--- src/rtl/mem_port_arbiter.sv ---
// -----------------------------------------------------------------------------
// mem_port_arbiter
// Shares one single-ported unified memory between the IF stage (instruction
// fetch) and the MEM stage (load/store). A two-state FSM (IDLE/BUSY) grants
// one requester at a time. The losing stage stays stalled until its own access
// completes. A bounded-wait counter aborts an access that never sees p_ack_i,
// so the pipeline cannot hang.
//
// Optional build macro: ARB_FAIR_EN
//   defined   : a starvation counter forces an IF grant after STARVE_LIM
//               consecutive MEM grants made while IF was requesting.
//   undefined : strict MEM-over-IF priority, no counter logic.
//
// Ports
//   clk_i, reset_i            clock, asynchronous active-high reset
//   if_req_i/if_addr_i        fetch request (held until if_valid_o) + address
//   if_rdata_o/if_valid_o     registered fetch data + one-cycle done pulse
//   mem_req_i/mem_we_i        load/store request (held until mem_valid_o)
//   mem_addr_i/mem_wdata_i    load/store address + store data
//   mem_rdata_o/mem_valid_o   registered load data + one-cycle done pulse
//   stall_if_o/stall_mem_o    request pending and not completing this cycle
//   p_req_o/p_we_o            memory port request / write enable
//   p_addr_o/p_wdata_o        memory port address / write data (held in IDLE)
//   p_ack_i/p_rdata_i         memory port done + read data (same cycle)
//   timeout_o                 one-cycle pulse when an access is aborted
// -----------------------------------------------------------------------------
module mem_port_arbiter #(
  parameter int ADDR_W   = 64,
  parameter int DATA_W   = 64,
  parameter int MAX_WAIT = 15
`ifdef ARB_FAIR_EN
  ,
  parameter int STARVE_LIM = 4
`endif
) (
  input  logic              clk_i,
  input  logic              reset_i,
  input  logic              if_req_i,
  input  logic [ADDR_W-1:0] if_addr_i,
  output logic [DATA_W-1:0] if_rdata_o,
  output logic              if_valid_o,
  input  logic              mem_req_i,
  input  logic              mem_we_i,
  input  logic [ADDR_W-1:0] mem_addr_i,
  input  logic [DATA_W-1:0] mem_wdata_i,
  output logic [DATA_W-1:0] mem_rdata_o,
  output logic              mem_valid_o,
  output logic              stall_if_o,
  output logic              stall_mem_o,
  output logic              p_req_o,
  output logic              p_we_o,
  output logic [ADDR_W-1:0] p_addr_o,
  output logic [DATA_W-1:0] p_wdata_o,
  input  logic              p_ack_i,
  input  logic [DATA_W-1:0] p_rdata_i,
  output logic              timeout_o
);

  typedef enum logic {S_IDLE = 1'b0, S_BUSY = 1'b1} state_t;
  typedef enum logic [1:0] {OWN_NONE = 2'd0, OWN_IF = 2'd1, OWN_MEM = 2'd2} owner_t;

  // Wait counter only has to reach MAX_WAIT-1: the abort decision is taken in
  // the MAX_WAIT-th no-ack cycle, not one cycle later.
  localparam int WAIT_W = (MAX_WAIT > 1) ? $clog2(MAX_WAIT) : 1;
  localparam logic [WAIT_W-1:0] WAIT_LAST = WAIT_W'(MAX_WAIT - 1);

  state_t              r_state;
  state_t              w_state_nxt;
  owner_t              r_owner;
  logic [ADDR_W-1:0]   r_addr;
  logic                r_we;
  logic [DATA_W-1:0]   r_wdata;
  logic [WAIT_W-1:0]   r_wait;
  logic                r_if_valid;
  logic                r_mem_valid;
  logic [DATA_W-1:0]   r_if_rdata;
  logic [DATA_W-1:0]   r_mem_rdata;
  logic                r_timeout;

  logic                w_if_elig;
  logic                w_mem_elig;
  logic                w_grant_if;
  logic                w_grant_mem;
  logic                w_done;
  logic                w_abort;
  logic [DATA_W-1:0]   w_rdata_ret;

`ifdef ARB_FAIR_EN
  localparam int STARVE_W = $clog2(STARVE_LIM + 1);
  localparam logic [STARVE_W-1:0] STARVE_MAX = STARVE_W'(STARVE_LIM);
  logic [STARVE_W-1:0] r_starve;
  logic                w_force_if;
  assign w_force_if = (r_starve == STARVE_MAX);
`endif

  // Next-state logic: arbitration in IDLE, ack/timeout resolution in BUSY.
  always_comb begin
    w_state_nxt = r_state;
    w_grant_if  = 1'b0;
    w_grant_mem = 1'b0;
    w_done      = 1'b0;
    w_abort     = 1'b0;
    // A requester seeing its valid pulse this cycle is still holding the
    // request it just completed; it must not be granted again.
    w_if_elig   = if_req_i & ~r_if_valid;
    w_mem_elig  = mem_req_i & ~r_mem_valid;
    case (r_state)
      S_IDLE: begin
`ifdef ARB_FAIR_EN
        if (w_if_elig && (!w_mem_elig || w_force_if)) begin
          w_grant_if = 1'b1;
        end else if (w_mem_elig) begin
          w_grant_mem = 1'b1;
        end else begin
          w_grant_if = 1'b0;
        end
`else
        if (w_mem_elig) begin
          w_grant_mem = 1'b1;
        end else if (w_if_elig) begin
          w_grant_if = 1'b1;
        end else begin
          w_grant_mem = 1'b0;
        end
`endif
        if (w_grant_if || w_grant_mem) begin
          w_state_nxt = S_BUSY;
        end else begin
          w_state_nxt = S_IDLE;
        end
      end
      S_BUSY: begin
        // Ack takes precedence, so an ack in the last allowed cycle completes.
        if (p_ack_i) begin
          w_done      = 1'b1;
          w_state_nxt = S_IDLE;
        end else if (r_wait == WAIT_LAST) begin
          w_abort     = 1'b1;
          w_state_nxt = S_IDLE;
        end else begin
          w_state_nxt = S_BUSY;
        end
      end
      default: begin
        w_state_nxt = S_IDLE;
      end
    endcase
    // Stores and aborted accesses return zero data.
    if (w_done && !r_we) begin
      w_rdata_ret = p_rdata_i;
    end else begin
      w_rdata_ret = {DATA_W{1'b0}};
    end
  end

  // FSM state register.
  always_ff @(posedge clk_i or posedge reset_i) begin
    if (reset_i) begin
      r_state <= S_IDLE;
    end else begin
      r_state <= w_state_nxt;
    end
  end

  // Access latch, wait counter, completion pulses and returned data.
  always_ff @(posedge clk_i or posedge reset_i) begin
    if (reset_i) begin
      r_owner     <= OWN_NONE;
      r_addr      <= {ADDR_W{1'b0}};
      r_we        <= 1'b0;
      r_wdata     <= {DATA_W{1'b0}};
      r_wait      <= {WAIT_W{1'b0}};
      r_if_valid  <= 1'b0;
      r_mem_valid <= 1'b0;
      r_if_rdata  <= {DATA_W{1'b0}};
      r_mem_rdata <= {DATA_W{1'b0}};
      r_timeout   <= 1'b0;
    end else begin
      r_if_valid  <= (w_done | w_abort) & (r_owner == OWN_IF);
      r_mem_valid <= (w_done | w_abort) & (r_owner == OWN_MEM);
      r_timeout   <= w_abort;
      if (w_grant_mem) begin
        r_owner <= OWN_MEM;
        r_addr  <= mem_addr_i;
        r_we    <= mem_we_i;
        r_wdata <= mem_wdata_i;
        r_wait  <= {WAIT_W{1'b0}};
      end else if (w_grant_if) begin
        r_owner <= OWN_IF;
        r_addr  <= if_addr_i;
        r_we    <= 1'b0;
        r_wdata <= {DATA_W{1'b0}};
        r_wait  <= {WAIT_W{1'b0}};
      end else if (w_done || w_abort) begin
        r_owner <= OWN_NONE;
      end else if (r_state == S_BUSY) begin
        r_wait <= r_wait + WAIT_W'(1);
      end
      if ((w_done || w_abort) && (r_owner == OWN_IF)) begin
        r_if_rdata <= w_rdata_ret;
      end
      if ((w_done || w_abort) && (r_owner == OWN_MEM)) begin
        r_mem_rdata <= w_rdata_ret;
      end
    end
  end

`ifdef ARB_FAIR_EN
  // Starvation counter: MEM grants taken while IF waits; saturates at the limit.
  always_ff @(posedge clk_i or posedge reset_i) begin
    if (reset_i) begin
      r_starve <= {STARVE_W{1'b0}};
    end else if (w_grant_if) begin
      r_starve <= {STARVE_W{1'b0}};
    end else if (w_grant_mem && if_req_i && !w_force_if) begin
      r_starve <= r_starve + STARVE_W'(1);
    end
  end
`endif

  assign p_req_o     = (r_state == S_BUSY);
  assign p_we_o      = r_we;
  assign p_addr_o    = r_addr;
  assign p_wdata_o   = r_wdata;
  assign if_valid_o  = r_if_valid;
  assign mem_valid_o = r_mem_valid;
  assign if_rdata_o  = r_if_rdata;
  assign mem_rdata_o = r_mem_rdata;
  assign timeout_o   = r_timeout;
  assign stall_if_o  = if_req_i & ~r_if_valid;
  assign stall_mem_o = mem_req_i & ~r_mem_valid;

endmodule
--- config.mk ---
export PLATFORM = sky130hd
export DESIGN_NAME = mem_port_arbiter
export DESIGN_NICKNAME = d
export VERILOG_FILES = /design/src/rtl/mem_port_arbiter.sv
export SDC_FILE = /design/constraint.sdc
export NUM_CORES = 1
export LEC_CHECK = 0
export BUFFER_PORTS_ARGS = -buffer_cell sky130_fd_sc_hd__buf_4
export CORE_AREA = 8 8 199 201
export DETAILED_ROUTE_END_ITERATION = 8
export DIE_AREA = 0 0 207 209
export SYNTH_ARGS = -nofsm -noshare
export SYNTH_HDL_FRONTEND = slang
export SYNTH_SLANG_ARGS = --single-unit
--- constraint.sdc ---
create_clock -name clk_i -period 9.3 [get_ports clk_i]
set_clock_uncertainty 0.05 [all_clocks]
set_input_delay 1.86 -clock clk_i [delete_from_list [all_inputs] [get_ports clk_i]]
set_output_delay 1.86 -clock clk_i [all_outputs]
set_load 0.02 [all_outputs]
## Yosys cells after proc, flatten, opt, wreduce, memory -nomap -nowiden

Cells that the tools add are included.

- Add/sub/neg operators: 1
- Equal/unequal tests: 4
- Muxes and demuxes: 30
- Bitwise logic cells: 8
- Reductions and logical operators: 10

Operators with widths:

| cell | number |
|---|---|
| 2-to-1 mux 64 bit | 5 |
| 2-to-1 mux 1 bit | 17 |
| 2-to-1 mux 4 bit | 4 |
| 2-to-1 mux 2 bit | 3 |
| nonzero test 3 bit | 2 |
| adder 4 x 1 -> 4 bit, second input constant | 1 |
| AND 1 bit | 4 |
| equality test 4 bit, second input constant | 1 |
| logical AND 1 bit | 3 |
| inequality test 3 bit, second input constant | 1 |
| inverter 1 bit | 3 |
| equality test 2 x 1 -> 1 bit, second input constant | 1 |
| equality test 2 bit, second input constant | 1 |
| logical OR 1 bit | 2 |
| case mux 1 bit (2 select lines) | 1 |
| AND reduction 2 bit | 1 |
| nonzero test 2 bit | 1 |
| zero test 1 bit | 1 |
| bitwise OR 1 bit | 1 |

- Bits in registers: 267
- Input bits: 262
- Output and inout port bits: 263
- Word-level logic and storage cells: 64

## Longest topological paths before layout

Gate-level depths: netlist (run 1).

- Depth after elaboration: 8
- Gate-level depth with buffers: 8
- Mapped depth without buffers: 6

## Worst setup path after synthesis (run 1)

OpenSTA, ideal clock, no wires.

- Path kind: in2out
- Start: input port mem_req_i
- End: output port stall_mem_o
- Data arrival time: 2090 ps
- Data required time: 7390 ps
- Path slack: 5300 ps
- Cell stages on the path: 2
- Buffers on the path: 0
- Cell sequence: nand2b_1 > inv_1

- Longest elaborated chain between the ends: 1

Ends and longest elaborated chain:

| what | line | text |
|---|---|---|
| from (decl) | 42 | `input logic mem_req_i,` |
| AND 1 bit | 231 | `assign stall_mem_o = mem_req_i & ~r_mem_valid;` |
| to (decl) | 49 | `output logic stall_mem_o,` |

Every way passes these cells.

## Worst setup path after layout (run 1)

Same ends and word-level chain as after synthesis.

==> results of run 1 <==
-- stage by stage --
stage            util  setup slack (ps)
5_1_grt        0.4263              4922
4_1_cts        0.4263              4909
2_1_floorplan       -             36.39
6_report       0.4263              4941
3_3_place_gp   0.3990              4889
3_5_place_dp   0.3990              4909
-- critical path, stage by stage --
cell                       delay [ps]
sky130_fd_sc_hd__buf_4            110
sky130_fd_sc_hd__nand2b_1         240
sky130_fd_sc_hd__inv_1             70
sky130_fd_sc_hd__buf_4            160
-- placed cells by master, fill, tap and decap left out, types with 2 or more instances in the layout --
cell type / n
sky130_fd_sc_hd__inv_1: 3
sky130_fd_sc_hd__dfrtp_1: 267
sky130_fd_sc_hd__buf_4: 532
sky130_fd_sc_hd__nand3b_1: 2
sky130_fd_sc_hd__clkinv_2: 2
sky130_fd_sc_hd__mux2i_1: 64
sky130_fd_sc_hd__a22o_1: 193
sky130_fd_sc_hd__inv_2: 2
sky130_fd_sc_hd__nand2_1: 66
sky130_fd_sc_hd__bufinv_16: 4
sky130_fd_sc_hd__nand2b_1: 3
sky130_fd_sc_hd__nor2_1: 2
sky130_fd_sc_hd__nand3_1: 6
sky130_fd_sc_hd__nor2b_1: 2
sky130_fd_sc_hd__clkbuf_1: 6
sky130_fd_sc_hd__ha_1: 2
sky130_fd_sc_hd__clkbuf_8: 6
sky130_fd_sc_hd__buf_12: 2
sky130_fd_sc_hd__clkbuf_16: 29
sky130_fd_sc_hd__o21ai_1: 67
-- cell usage after synthesis --
library cell / n / area share
sky130_fd_sc_hd__buf_4: 5 / 0.0037
sky130_fd_sc_hd__nor2_1: 2 / 0.00073
sky130_fd_sc_hd__a21o_1: 1 / 0.00073
sky130_fd_sc_hd__a21oi_1: 1 / 0.00049
sky130_fd_sc_hd__o21bai_1: 1 / 0.00073
sky130_fd_sc_hd__mux2i_1: 64 / 0.062
sky130_fd_sc_hd__buf_1: 1 / 0.00037
sky130_fd_sc_hd__buf_2: 28 / 0.014
sky130_fd_sc_hd__nand3_1: 6 / 0.0029
sky130_fd_sc_hd__a31o_2: 1 / 0.00085
sky130_fd_sc_hd__and3_1: 1 / 0.00061
sky130_fd_sc_hd__inv_1: 4 / 0.0015
sky130_fd_sc_hd__nand2_1: 67 / 0.024
sky130_fd_sc_hd__nor2_2: 1 / 0.00061
sky130_fd_sc_hd__buf_6: 22 / 0.024
sky130_fd_sc_hd__clkbuf_1: 8 / 0.0029
sky130_fd_sc_hd__nor2b_1: 3 / 0.0018
sky130_fd_sc_hd__and2_1: 1 / 0.00061
sky130_fd_sc_hd__nand3b_1: 2 / 0.0015
sky130_fd_sc_hd__ha_1: 2 / 0.0024
sky130_fd_sc_hd__nor3b_1: 1 / 0.00073
sky130_fd_sc_hd__o21ai_1: 67 / 0.033
sky130_fd_sc_hd__o21ai_0: 1 / 0.00049
sky130_fd_sc_hd__dfrtp_1: 267 / 0.65
sky130_fd_sc_hd__o21a_1: 1 / 0.00073
sky130_fd_sc_hd__a22o_1: 193 / 0.16
sky130_fd_sc_hd__nand2b_1: 3 / 0.0018
sky130_fd_sc_hd__o311a_1: 1 / 0.00097
sky130_fd_sc_hd__inv_2: 2 / 0.00073
-- final timing paths --
| path | start | end | depth (start not counted) |
|---|---|---|---|
| max | mem_req_i | stall_mem_o | 4 |
| min | p_addr_o[9] | p_addr_o[9] | 2 |
| max reg2reg | mem_valid_o | r_wait[3] | 4 |
| min reg2reg | p_addr_o[9] | p_addr_o[9] | 2 |
| max in group asynchronous | reset_i | if_rdata_o[5] | 3 |
| min in group asynchronous | reset_i | mem_rdata_o[9] | 2 |
-- layer usage --
| metal | wire length, um | vias up | global-route usage |
|---|---|---|---|
| li1 | - | 3788 | - |
| met1 | 15650 | 4011 | 0.2108 |
| met2 | 17670 | 405 | 0.2677 |
| met3 | 3455 | 46 | 0.05986 |
| met4 | 836 | 2 | 0.04535 |
| met5 | 13 | - | 0 |
-- area by class of cell --
type / count / share of cell area
Inverter: 6 / 0.001943
Clock buffer: 41 / 0.05375
Clock inverter: 8 / 0.01020
Tap cell: 468 / 0.03788
Timing Repair Buffer: 534 / 0.2610
Sequential cell: 267 / 0.4322
Multi-Input combinational cell: 420 / 0.2030
-- cell families (layout without fill, tap and decap cells) --
group                    count (synthesis)  in the layout
AO/OA/AOI/OAI                          267            267
adder cells (fa/ha/maj)                  2              2
buffers and inverters                   70            589
flip-flops                             267            267
multiplexers                            64             64
AND/OR/NAND/NOR                         87             87
-- where the power goes --
part	total, mW	switching [mW]	internal [mW]
clock	1.20	0.471	0.730
sequential	2.07	0.345	1.72
combinational	2.76	1.54	1.22
total	6.03	2.35	3.68
-- sequential cells by signal (all words and copies together), names as in the netlist --
name and count:
if_rdata_o 64, if_valid_o 1, mem_rdata_o 64, mem_valid_o 1
p_addr_o 64, p_req_o 1, p_wdata_o 64, p_we_o 1
r_owner 2, r_wait 4, timeout_o 1
==> impl.org, run 1 <==
** Worst hold path
- Type of the worst min-delay path :: reg2reg

** Route
- Routed Wire Length :: 37620 um
- Detailed-route DRC error count :: 0
- The first detailed-routing pass took 5 iterations.
- Dividing the detail-routed via count by the number of cells gives 4.732.
- Wire per inst :: 21.57 um
- Overall via count from detail_route :: 8252
- In this run, the number of DRC markers left after iteration 0 of detailed routing was 444.
- The detail route stage leaves a number of antenna-violating nets equal to 0.

** Clocking
- The root buffer cell chosen for the clock tree is sky130_fd_sc_hd__clkbuf_16.
- Buffers inserted to repair hold after CTS numbered 0.
- Total clock buffers created by CTS :: 29
- In this run, post-CTS repair resized a total of 0 instances.
- Latest clock arrival within the worst-skew pair :: 550 ps
- After clock tree synthesis, the clock-pin slew on the worst setup and hold paths is 60 ps.
- Counting along the longest clock path gives a buffer depth of 3.
- CTS built an H-tree with a depth of 1.
- TritonCTS built the clock tree.
- Once the clock tree was built, the setup fixing pass inserted 0 buffers.
- Counting every sink on the clock net gives 267.

** Worst setup path
- Data on the critical path arrives at its endpoint at 2450 ps.
- Top fanout value on the critical path :: 3
- Critical path capture point type :: primary output
- The worst setup path is launched from an input pin.
- Worst R2R Setup Slack :: 7070 ps
- For the worst setup path, the data required time is 7390 ps.
- Class of the most critical setup path :: in2out

** Floorplan
- IO Count :: 525
- For this configuration, the core starts out at a cell density of 0.2833.
- The die covers 43260 um^2.
- In this run the vertical extent of the chip is 209 um.
- Core Area :: 36260 um^2
- Die width :: 207 um
- In this run the core area contains 70 standard-cell rows.

** Yosys
- Combinational family with the most area after synthesis :: compound AO/OA/AOI/OAI gates
- Multiplexer share of the synthesized area :: 0.06236
- Of the total synthesized cell area, the portion taken by XOR and XNOR cells is 0.
- The synthesized netlist occupies a cell area of 10270 um^2.
- In this run, synthesis produced a sequential element count of 267.
- The average instance in the mapped netlist occupies 13.57 um^2.
- Adder-cell share of the synthesized area :: 0.002436
- Portion of the post-synthesis area used by sequential elements :: 0.6503
- Unique cell type count in the Yosys netlist :: 29
- Synth Instances :: 757
- Synth warnings :: 0
- When the netlist entered floorplanning its net count stood at 1021.
- Of the total synthesized cell area, the portion taken by AND, OR, NAND and NOR gates is 0.03581.
- The post-synthesis compound-gate area fraction is 0.2022.

** Power
- Pwr per Cell Area :: 390.2 nW/um^2
- Summed over all cells, the static leakage comes to 7.768 nW.
- Total Power Consumption :: 6.031 mW
- Max IR drop VDD :: 0.0001856 V

** Placed design
- The congestion estimate from routability-driven global placement came to 0.7735.
- Port buffering added 524 buffers.
- In this run, placement finished with an instance count of 1695.
- In this run the cell area measured after placement is 14470 um^2.
- Detailed-placement wirelength estimate :: 27940 um

** Layout
- Number of nets in the layout :: 1522
- Fraction of layout instances using a drive strength above 1 :: 0.4592
- Total of fill cells in the finished design :: 3414
- The repair_antennas step left the layout with diodes totalling 0.
- Summing all flip-flop and latch instances after layout gives 6681 um^2.
- Final instance count without filler cells :: 1744
- With fillers left out, the area of the finished cells amounts to 15460 um^2.
- Multi-input gate area :: 3138 um^2
- Relative to the synthesized area, the layout overhead comes to 50.46%.

** STA
- Worst slew margin :: 0.3241
- Max-slew violation count :: 0
- Top achievable clock speed :: 229.4 MHz
- At the pin with the least slew margin, the transition time is 1014 ps.
- Summed over all failing endpoints, the final setup total negative slack is 0 ps.
- Of the available clock period, the critical path in the final layout requires 0.4687.
- The hold violation count in the final report is 0.
- Final hold slack :: 432.9 ps
- Final setup violation count :: 0
- Min Tclk post-route :: 4359 ps
- Setup repair after global routing left no endpoint under its margin.

** GRT
- Across every metal layer, demand over resource in global routing totals 0.1668.
- Largest net degree at the start of global routing :: 136
- For this run the aggregate overflow at the end of global routing stands at 0.
- Global-route wire length before repair :: 57380 um
- Initial antenna violation count :: 1
- Number of global-route vias before repair :: 8908

** Status
- Outcome :: complete, no violations

** Run
- Maxcap violations :: 0
No activity file was read; power rests on OpenSTA's default activity.
==> inputs of run 2 (changes only) <==
==> constraint.sdc (replaced) <==
create_clock -name clk_i -period 4.1 [get_ports clk_i]
set_clock_uncertainty 0.05 [all_clocks]
set_input_delay 0.82 -clock clk_i [delete_from_list [all_inputs] [get_ports clk_i]]
set_output_delay 0.82 -clock clk_i [all_outputs]
set_load 0.02 [all_outputs]
==> impl.org, run 2 (synthesized netlist as in run 1, its figures left out) <==
** Floorplan
- IO Count :: 525 (unchanged)
- The cell row count is 70 (unchanged).
- The vertical die dimension was 209 um (unchanged).
- Core Area :: 36260 um^2 (unchanged)
- Area enclosed by the die boundary :: 43260 um^2 (unchanged)
- The starting utilization of the core area was 0.2833 (unchanged).
- The horizontal extent of the die was 207 um (unchanged).

** Route
- The sum of routed wire length over all layers is 37650 um (was 37620 um).
- Detailed-route DRC error count :: 0 (unchanged)
- The initial detailed-routing violation count is 361 (was 444).
- Overall via count from detail_route :: 8296 (was 8252)
- Number of search-and-repair iterations in the first detailed-routing pass :: 4 (was 5)
- The per-cell routed wire length is 21.42 um (was 21.57 um).
- Final antenna-violating net count :: 0 (unchanged)
- Via density per instance :: 4.719 (was 4.732)

** Run
- Maxcap violations :: 0 (unchanged)

** Power
- Standby leakage power :: 7.826 nW (was 7.768 nW)
- Pwr per Cell Area :: 883.0 nW/um^2 (was 390.2 nW/um^2)
- Max IR drop VDD :: 0.0003599 V (was 0.0001856 V)

** STA
- Setup repair after global routing missed its margin: false (unchanged).
- The normalized max-slew margin is 0.4108 (was 0.3241).
- Top achievable clock speed :: 408.3 MHz
- Of the available clock period, the critical path in the final layout requires 0.5974.
- After layout, the minimum clock period comes to 2449 ps.
- Final hold viol count :: 0 (unchanged)
- The accumulated negative setup slack is 0 ps (unchanged).
- The count of endpoints failing setup in the final report is 0 (unchanged).
- Slew at the pin closest to its max-slew limit :: 880.7 ps (was 1014 ps)
- The final-report max-slew violation count came to 0 (unchanged).

** Clocking
- The buffers inserted during post-CTS setup optimization is 0 (unchanged).
- Clock tree from TritonCTS :: done (unchanged)
- Clock root buffer master :: sky130_fd_sc_hd__clkbuf_16 (unchanged)
- The post-cts gate resize count is 0 (unchanged).
- Sinks on the clock net :: 267 (unchanged)
- Latest clock arrival within the worst-skew pair :: 570 ps (was 550 ps)
- The number of H-tree branching levels is 1 (unchanged).
- The CTS buffer count is 31 (was 29).
- Buffer levels on the longest clock path :: 3 (unchanged)
- The clock-pin transition on the worst setup and hold timing paths came to 60 ps (about the same).
- The number of buffers inserted for hold repair after clock tree synthesis was 0 (unchanged).

** Layout
- Most used cells in the layout excluding fill and tap cells :: sky130_fd_sc_hd__buf_4, sky130_fd_sc_hd__dfrtp_1, sky130_fd_sc_hd__a22o_1 (unchanged)
- The utilization of the core after routing was 0.4300 (was 0.4263).
- Number of nets in the layout :: 1527 (was 1522)
- The total non-filler cell area in the finished layout is 15590 um^2 (was 15460 um^2).
- Final instance count without filler cells :: 1758 (was 1744)
- The multi-input logic area came to 3138 um^2 (unchanged).
- The fill cell total of the finished layout came to 3404 (was 3414).
- The synthesis-to-layout area growth was 51.75% (was 50.46%).
- The sequential cell area in the final layout is 6681 um^2 (unchanged).
- The most common library cell in the layout ignoring fill and taps is sky130_fd_sc_hd__buf_4 (unchanged).
- Fraction of layout instances using a drive strength above 1 :: 0.4666 (was 0.4592)

** Placed design
- The cell area reported after detailed placement came to 14530 um^2 (was 14470 um^2).
- Number of input and output port buffers inserted :: 524 (unchanged)
- Detailed-placement wirelength estimate :: 28040 um (was 27940 um)
- GP Congestion :: 0.7958 (was 0.7735)
- Placed Instances :: 1698 (was 1695)

** Worst setup path
- Buf+Inv Stages, Crit Path :: 2 (was 3)
- The launching element type of the critical path is a register (was input pin).
- The worst-path cell with the longest stage delay was sky130_fd_sc_hd__nand2_2 (was sky130_fd_sc_hd__nand2b_1).
- The data arrival time of the critical path came to 2900 ps (was 2450 ps).
- The category of cells accounting for the largest share of critical-path delay is simple AND/OR/NAND/NOR gates (was buffers and inverters).
- Peak per-stage delay on the critical path :: 630 ps (was 240 ps)
- The required arrival time at the worst endpoint is 4550 ps (was 7390 ps).
- Crit-path cells: inv_1, ha_1, and3_1, o21a_1, nand2_2, buf_4, a22o_1 (was buf_4, nand2b_1, inv_1, buf_4).
- The highest fanout seen on the critical path came to 38 (was 3).
- Critical path capture point type :: register (was primary output)
- The critical setup path kind was reg2reg (was in2out).

** GRT
- Global-route wire length before repair :: 57130 um (was 57380 um)
- Largest net degree at the start of global routing :: 132 (was 136)
- Global-route congestion overflow total :: 0 (unchanged)
- The number of global-route vias before repair was 8927 (was 8908).
- The initial antenna violation count was 3 (was 1).
- GRT Total Usage :: 0.1667 (was 0.1668)

** Worst hold path
- The kind of path behind the tightest hold check was in2async (was reg2reg).

** Status
- Outcome: complete, no violations (unchanged).
-- run 2: cell count changes in the layout (fill, tap and decap cells not counted) --
cell,before,now
sky130_fd_sc_hd__diode_2,0,2
sky130_fd_sc_hd__clkbuf_16,29,31
sky130_fd_sc_hd__inv_6,0,1
sky130_fd_sc_hd__clkinvlp_4,1,5
sky130_fd_sc_hd__buf_12,2,5
sky130_fd_sc_hd__inv_8,1,0
sky130_fd_sc_hd__clkinv_2,2,7
sky130_fd_sc_hd__clkbuf_8,6,8
sky130_fd_sc_hd__clkinv_4,0,1
sky130_fd_sc_hd__clkbuf_1,6,3
sky130_fd_sc_hd__bufinv_16,4,2
-- run 2: metrics by stage --
| stage | hold WS, ps | power (mW) | setup slack [ps] |
|---|---|---|---|
| floorplan | 424.3 | 8.065 | -295.5 |
| global placement | 418.7 | 11.02 | 1503 |
| detailed placement | 426.9 | 11.10 | 1477 |
| CTS | 253.0 | 13.98 | 1634 |
| global route | 282.2 | 14.50 | 1481 |
| finish | 272.7 | 13.77 | 1651 |
-- run 2: cell type report --
type                    count  share of cell area
clock inverters            16             0.01043
clock buffers              42             0.05754
well taps                 468             0.03756
inverters                   6            0.001685
flip-flops and latches    267              0.4286
diodes                      2           0.0003210
multi-input cells         420              0.2013
repair buffers            537              0.2626
-- run 2: routing by layer --
layer | share of wire | track usage
met5 | 0.00072 | 0
met3 | 0.099 | 0.06779
met4 | 0.027 | 0.05349
met2 | 0.48 | 0.2760
met1 | 0.40 | 0.1955
-- run 2: final timing paths --
path                                  from               to  slack (ps)  cells after the start
min in group clk_i         mem_wdata_i[30]    p_wdata_o[30]         410                      2
min                                reset_i    if_rdata_o[3]         270                      2
max reg2reg                      r_wait[0]  mem_rdata_o[54]        1650                      7
max in group asynchronous          reset_i    p_wdata_o[61]        2850                      3
max                              r_wait[0]  mem_rdata_o[54]        1650                      7
min reg2reg                   p_addr_o[13]     p_addr_o[13]         440                      2
-- run 2: where the power goes --
part           internal [mW]  switching [mW]
sequential              3.91           0.782
clock                   1.67            1.13
combinational           2.79            3.49
